[src/rtl/cmd_pkg.sv]
// Shared definitions for the logic-analyzer command protocol.
// Both ends of the link (host initiator and the cmd_cfg responder) import
// this package so opcodes and handshake bytes stay in one place.
//  - OP_* : 2-bit opcode values carried in cmd[15:14]
//  - ACK / NACK : single-byte responses for write and reserved ops
//  - status_t : completion code reported with the done pulse
//  - state_t : host initiator sequencing states
//  - classify() : maps a single response byte to a completion code
package cmd_pkg;

  localparam logic [1:0] OP_RD  = 2'b00;
  localparam logic [1:0] OP_WR  = 2'b01;
  localparam logic [1:0] OP_DMP = 2'b10;
  localparam logic [1:0] OP_RSV = 2'b11;

  localparam logic [7:0] ACK  = 8'hA5;
  localparam logic [7:0] NACK = 8'hEE;

  typedef enum logic [1:0] {
    ST_OK      = 2'b00,
    ST_NACK    = 2'b01,
    ST_TIMEOUT = 2'b10,
    ST_BADRESP = 2'b11
  } status_t;

  typedef enum logic [2:0] {
    IDLE      = 3'd0,
    SEND      = 3'd1,
    WAIT_SENT = 3'd2,
    WAIT_RESP = 3'd3,
    DUMP_RX   = 3'd4,
    FIN       = 3'd5
  } state_t;

  // A read accepts any byte as data. A write must be acknowledged with ACK;
  // the reserved opcode is expected to be refused with NACK. Anything else
  // (including a stray single byte for a dump) is a malformed response.
  function automatic status_t classify(input logic [1:0] op, input logic [7:0] r);
    status_t s;
    s = ST_BADRESP;
    case (op)
      OP_RD:  s = ST_OK;
      OP_WR:  s = (r == ACK) ? ST_OK : ((r == NACK) ? ST_NACK : ST_BADRESP);
      OP_RSV: s = (r == NACK) ? ST_NACK : ST_BADRESP;
      default: s = ST_BADRESP;
    endcase
    return s;
  endfunction

endpackage

[src/rtl/resp_timer.sv]
// Saturating response watchdog.
// Counts enabled clock cycles since the last clear and flags expiry once the
// count reaches TIMEOUT_CYC. The counter parks at the limit instead of
// wrapping, so a stalled link can never alias back to "not expired".
//  clk      in  system clock
//  rst      in  asynchronous, active-high reset
//  clr      in  restart the count from zero (wins over en)
//  en       in  advance the count by one this cycle
//  expired  out count has reached TIMEOUT_CYC
module resp_timer #(
  parameter int unsigned TIMEOUT_CYC = 1000000
) (
  input  logic clk,
  input  logic rst,
  input  logic clr,
  input  logic en,
  output logic expired
);

  localparam int unsigned TW = $clog2(TIMEOUT_CYC + 1);
  localparam logic [TW-1:0] LIMIT = TW'(TIMEOUT_CYC);

  logic [TW-1:0] count;

  // Clear has priority so a byte arriving on the expiry cycle restarts the
  // window; otherwise the count climbs until it sticks at the limit.
  always_ff @(posedge clk or posedge rst) begin
    if (rst) begin
      count <= '0;
    end else if (clr) begin
      count <= '0;
    end else if (en && (count != LIMIT)) begin
      count <= count + TW'(1);
    end
  end

  assign expired = (count == LIMIT);

endmodule

[src/rtl/host_cmd_init.sv]
// Host-side initiator for the logic-analyzer command protocol.
// Accepts one request at a time, hands the 16-bit command word to the UART
// transmitter, then collects the reply from the UART receiver. Single-byte
// replies (RD/WR/reserved) are classified into a status code; a dump streams
// ENTRIES-1 bytes into a capture buffer through the dump_* write port.
// Every request ends with a one-cycle done pulse carrying a held status.
//  clk, rst          clock, asynchronous active-high reset
//  req_vld/op/addr/data, req_rdy   request handshake (ready only in IDLE)
//  cmd, snd_cmd, cmd_sent          command word and UART tx handshake
//  resp, resp_rdy, clr_resp_rdy    UART rx byte and consume handshake
//  dump_we, dump_waddr, dump_wdata capture-buffer write port
//  rd_data           last byte returned by a read
//  done, status      completion pulse and held completion code
module host_cmd_init
  import cmd_pkg::*;
#(
  parameter int unsigned ENTRIES     = 384,
  parameter int unsigned LOG2        = 9,
  parameter int unsigned TIMEOUT_CYC = 1000000
) (
  input  logic            clk,
  input  logic            rst,
  input  logic            req_vld,
  input  logic [1:0]      req_op,
  input  logic [5:0]      req_addr,
  input  logic [7:0]      req_data,
  output logic            req_rdy,
  output logic [15:0]     cmd,
  output logic            snd_cmd,
  input  logic            cmd_sent,
  input  logic [7:0]      resp,
  input  logic            resp_rdy,
  output logic            clr_resp_rdy,
  output logic            dump_we,
  output logic [LOG2-1:0] dump_waddr,
  output logic [7:0]      dump_wdata,
  output logic [7:0]      rd_data,
  output logic            done,
  output logic [1:0]      status
);

  // Last capture address: a dump returns one byte fewer than the RAM depth.
  localparam logic [LOG2-1:0] LAST_ADDR = LOG2'(ENTRIES - 2);

  state_t  state;
  status_t status_q;

  logic resp_take;
  logic timer_clr;
  logic timer_en;
  logic timer_expired;

  // resp_rdy stays high until the receiver sees clr_resp_rdy, so the cycle in
  // which our clear pulse is out still shows the old byte. Masking with
  // clr_resp_rdy ensures each received byte is consumed exactly once.
  assign resp_take = resp_rdy && !clr_resp_rdy;

  // The response window opens when the command has left the transmitter;
  // before that the timer is held at zero. During a dump every accepted byte
  // reopens the window for the next one.
  assign timer_clr = (state == IDLE) || (state == SEND) || (state == WAIT_SENT) ||
                     ((state == DUMP_RX) && resp_take);
  assign timer_en  = (state == WAIT_RESP) || (state == DUMP_RX);

  resp_timer #(
    .TIMEOUT_CYC (TIMEOUT_CYC)
  ) u_resp_timer (
    .clk     (clk),
    .rst     (rst),
    .clr     (timer_clr),
    .en      (timer_en),
    .expired (timer_expired)
  );

  assign status = status_q;

  // Request sequencer. All handshake strobes are registered and default low
  // each cycle so they come out as clean single-cycle pulses. The capture
  // address advances the cycle after each dump write and sticks at the last
  // entry, so after a timeout it reads as the number of bytes received.
  always_ff @(posedge clk or posedge rst) begin
    if (rst) begin
      state        <= IDLE;
      req_rdy      <= 1'b1;
      cmd          <= '0;
      snd_cmd      <= 1'b0;
      clr_resp_rdy <= 1'b0;
      dump_we      <= 1'b0;
      dump_waddr   <= '0;
      dump_wdata   <= '0;
      rd_data      <= '0;
      done         <= 1'b0;
      status_q     <= ST_OK;
    end else begin
      snd_cmd      <= 1'b0;
      clr_resp_rdy <= 1'b0;
      dump_we      <= 1'b0;
      done         <= 1'b0;

      if (dump_we && (dump_waddr != LAST_ADDR)) begin
        dump_waddr <= dump_waddr + LOG2'(1);
      end

      case (state)
        IDLE: begin
          // A byte with no request outstanding is noise; drain and drop it.
          if (resp_take) begin
            clr_resp_rdy <= 1'b1;
          end
          if (req_vld) begin
            cmd        <= {req_op, req_addr, (req_op == OP_WR) ? req_data : 8'h00};
            dump_waddr <= '0;
            req_rdy    <= 1'b0;
            snd_cmd    <= 1'b1;
            state      <= SEND;
          end
        end

        SEND: begin
          state <= WAIT_SENT;
        end

        WAIT_SENT: begin
          // The transmitter always finishes, so no watchdog here. An early
          // resp_rdy is left untouched until the response state picks it up.
          if (cmd_sent) begin
            state <= (cmd[15:14] == OP_DMP) ? DUMP_RX : WAIT_RESP;
          end
        end

        WAIT_RESP: begin
          // A byte on the expiry cycle still counts as a reply.
          if (resp_take) begin
            clr_resp_rdy <= 1'b1;
            status_q     <= classify(cmd[15:14], resp);
            if (cmd[15:14] == OP_RD) begin
              rd_data <= resp;
            end
            done  <= 1'b1;
            state <= FIN;
          end else if (timer_expired) begin
            status_q <= ST_TIMEOUT;
            done     <= 1'b1;
            state    <= FIN;
          end
        end

        DUMP_RX: begin
          // There is no terminator: the byte landing on the last address
          // completes the dump.
          if (resp_take) begin
            clr_resp_rdy <= 1'b1;
            dump_we      <= 1'b1;
            dump_wdata   <= resp;
            if (dump_waddr == LAST_ADDR) begin
              status_q <= ST_OK;
              done     <= 1'b1;
              state    <= FIN;
            end
          end else if (timer_expired) begin
            status_q <= ST_TIMEOUT;
            done     <= 1'b1;
            state    <= FIN;
          end
        end

        FIN: begin
          req_rdy <= 1'b1;
          state   <= IDLE;
        end

        default: begin
          req_rdy <= 1'b1;
          state   <= IDLE;
        end
      endcase
    end
  end

endmodule

[config.mk]
export PLATFORM = sky130hd
export DESIGN_NAME = host_cmd_init
export DESIGN_NICKNAME = d
export VERILOG_FILES = /design/src/rtl/cmd_pkg.sv /design/src/rtl/resp_timer.sv /design/src/rtl/host_cmd_init.sv
export SDC_FILE = /design/constraint.sdc
export NUM_CORES = 1
export LEC_CHECK = 0
export BUFFER_PORTS_ARGS = -buffer_cell sky130_fd_sc_hd__buf_2
export CAP_MARGIN = 20
export CORE_UTILIZATION = 25
export DETAILED_ROUTE_END_ITERATION = 10
export MAX_ROUTING_LAYER = met4
export PLACE_DENSITY_LB_ADDON = 0.3
export RECOVER_POWER = 50
export SYNTH_ARGS = -nofsm -noshare
export SYNTH_HDL_FRONTEND = slang
export SYNTH_SLANG_ARGS = --single-unit
[constraint.sdc]
create_clock -name clk -period 4.71 [get_ports clk]
set_clock_uncertainty 0.15 [all_clocks]
set_input_delay 0.7065 -clock clk [delete_from_list [all_inputs] [get_ports clk]]
set_output_delay 0.7065 -clock clk [all_outputs]
set_load 0.01 [all_outputs]
==> results.json <==
{
  "run_status": "complete, but fails checks",
  "violations": "capacitance limit",
  "die_y_um": 117,
  "setup_ws_ns": 2.29,
  "tritoncts": "done",
  "ir_worst_vdd_uv": 199,
  "worstSkewPairLatency_ns": 0.33,
  "coreArea_um2": 12800,
  "min_path_type": "register to register",
  "p_sw_mw": 0.787,
  "grt_usage": 0.130,
  "critPathMaxStageDelay_ns": 0.69,
  "diodes": 0,
  "rsz0062_at_grt": "no",
  "syn_area_um2": 3310,
  "grt_pass1_vias": 2640,
  "crit_arrival_ns": 2.49,
  "slew_violations": 0,
  "start_util": 0.259,
  "cts-root-buf": "clkbuf_16",
  "ant_nets": 0,
  "postSynthCellCount": 342,
  "path_clk_slew_ns": 0.06,
  "synth_flop_cell": "dfrtp_1",
  "crit_family": "buffers and inverters",
  "clkSinkCount": 71,
  "core.rowCount": 41,
  "syn_avg_cell_area_um2": 9.68,
  "htree_num_levels": 3,
  "routedWlPerCell_um": 13.2,
  "routabilityCongestion": 0.725,
  "die_width_um": 117,
  "leakage_nw": 1.88,
  "ios": 77,
  "vias_per_cell": 4.44,
  "route.vias.total": 2652,
  "hpwl_mm": 5.66,
  "ctsHoldBuffers": 0,
  "yosys_register_bits": 71,
  "drt_iter0_markers": 149,
  "io_buffers": 76,
  "post-route-util": 0.325,
  "ctsLongestPathBuffers": 2,
  "route.detailed.drc": 0,
  "cp-start-kind": "register",
  "numCtsBuffers": 9,
  "cts_setup_buffers": 0,
  "finalSetupViolCount": 0,
  "p_int_mw": 1.53,
  "fin_nets": 453,
  "grt_pass1_wl_mm": 13.3,
  "synth_seq_area_share": 0.537,
  "dp_cells": 581,
  "path_class": "register to register",
  "cp_max_fo": 26,
  "fillers": 1349,
  "final.setup.tns_ns": 0,
  "grt_overflow_total": 0,
  "path_cells": "nor2_1, nand3_2, clkinv_1, a211oi_1",
  "fin_crit_sh": 0.514,
  "finalHoldViolations": 0,
  "synthDistinctLibCells": 47,
  "area_growth_pct": 25.3,
  "first_pass_iters": 4,
  "worst_pin_slew_ns": 1.48,
  "p_comb_frac": 0.269,
  "antenna_found_initial": 0,
  "p_seq_frac": 0.401,
  "drv_cap": 1,
  "power_mw": 2.32,
  "place_ws_ns": 2.20,
  "die_area_um2": 13700,
  "critPathCaptureType": "register",
  "drive_gt1_frac": 0.148,
  "clockPowerShare": 0.330,
  "fmaxAchievable_ghz": 0.413,
  "yosysWarnings": 0,
  "grt_max_degree": 40,
  "async_flop_share": 1.00,
  "postRouteWirelength_mm": 7.86,
  "post_cts_resized": 0,
  "synth_nets": 375,
  "required_ns": 4.78,
  "synth_enable_flop_cells": 0,
  "cp.buffers_inverters": 1,
  "relSlewSlack": 0.0141,
  "swShare": 0.339,
  "min_period_ns": 2.42,
  "slowest_stage": "clkinv_1",
  "instances_no_fill": 597,
  "power.density_nw_per_um2": 560
}
## worst reg2reg max path, cell delays in order, from the launching register on
cell and delay [ns]:
dfrtp_1 0.58, nor2_1 0.20, nand3_2 0.30, clkinv_1 0.69, a211oi_1 0.39
## state kept, by name, summed over array words and instances, names as in the netlist
name	cells
snd_cmd	1
state	3
req_rdy	1
rd_data	8
cmd	16
clr_resp_rdy	1
dump_we	1
status	2
dump_wdata	8
dump_waddr	9
u_resp_timer.count	20
done	1
## routing by layer
metal  up-vias  wire length [µm]  track usage
li1       1301                 -            -
met1      1287              3690        0.166
met2        52              3750        0.203
met3        12               291       0.0247
met4         0               139       0.0565
met5         -                 0            -
## Yosys cell counts (all sizes together), types with 2 or more instances
library cell	n	area, µm²
and3b	2	18.8
nand3	17	90.1
o21ai	7	35.0
clkbuf	4	15.0
nor2b	3	18.8
nor4bb	2	20.0
nor2	39	149
buf	6	32.5
or3	4	25.0
clkinv	2	7.51
and4	4	35.0
mux2	8	90.1
and3	6	37.5
o21a	2	15.0
nand2	84	318
nor4	3	18.8
nand4	6	37.5
xnor2	11	96.3
xor2	14	123
nor4b	2	17.5
ha	4	50.1
dfrtp	70	1750
a21oi	8	40.0
nand2b	4	25.0
a21o	3	22.5
nor3	3	15.0
a211oi	2	27.5
inv	8	30.0
nor3b	2	15.0
mux2i	2	20.0
## stage by stage
step	hold slack [ns]	area, µm²
after floorplan	0.353	3310
after global placement	0.297	3860
after detailed placement	0.309	3860
after CTS	0.321	4200
after global routing	0.344	4150
final	0.319	4150
## area by class of cell
| type | count | area (µm²) | share of cell area |
|---|---|---|---|
| clock buffers | 10 | 229 | 0.0552 |
| clock inverters | 6 | 109 | 0.0263 |
| inverters | 10 | 37.5 | 0.00905 |
| multi-input cells | 251 | 1450 | 0.349 |
| flip-flops and latches | 71 | 1780 | 0.429 |
| well taps | 172 | 215 | 0.0519 |
| repair buffers | 77 | 332 | 0.0800 |
## final timing paths
kind | end | from | slack [ns] | cells past startpoint
max | dump_waddr[1] | state[1] | 2.29 | 4
min | cmd[5] | cmd[5] | 0.32 | 2
max reg2reg | dump_waddr[1] | state[1] | 2.29 | 4
min reg2reg | cmd[5] | cmd[5] | 0.32 | 2
max in group asynchronous | req_rdy | rst | 2.56 | 3
min in group asynchronous | cmd[10] | rst | 0.66 | 2
## placed cells by master, fill, tap and decap left out, types with 2 or more instances in the layout
cell type	instances
and4_1	4
nor4_1	3
ha_1	4
buf_2	31
clkinv_1	2
nand2b_1	4
a21oi_1	8
nor4bb_1	2
xor2_1	14
nor3_1	3
clkinv_2	2
or3_1	4
xnor2_1	11
nand3_1	16
dfrtp_1	70
nor4b_1	2
a21o_1	3
nor2b_1	3
o21ai_0	6
nand2_1	83
and3_1	6
inv_1	8
clkbuf_1	46
nor2_1	38
nor3b_1	2
bufinv_16	3
mux2_2	8
nand4_1	6
mux2i_1	2
o21a_1	2
clkbuf_16	9
## power groups by stage
stage / Clock, mW / Sequential, mW / Combinational (mW)
finish: 0.767 / 0.931 / 0.624
CTS: 0.781 / 0.929 / 0.678
detailed placement: 0 / 0.934 / 0.678
global placement: 0 / 0.931 / 0.668
global route: 0.812 / 0.961 / 0.712
floorplan: 0 / 0.967 / 0.373
## cell families (layout without fill, tap and decap cells)
kind of cell    count (synthesis)  count (layout)  synth area share
flops                          71              71             0.537
simple gates                  184             184             0.262
xor+xnor                       25              25            0.0662
mux                            10              10            0.0333
compound gates                 28              28            0.0601
fa+ha+maj                       4               4            0.0151
buf+inv                        20             103            0.0257
No activity file was read; power rests on OpenSTA's default activity.
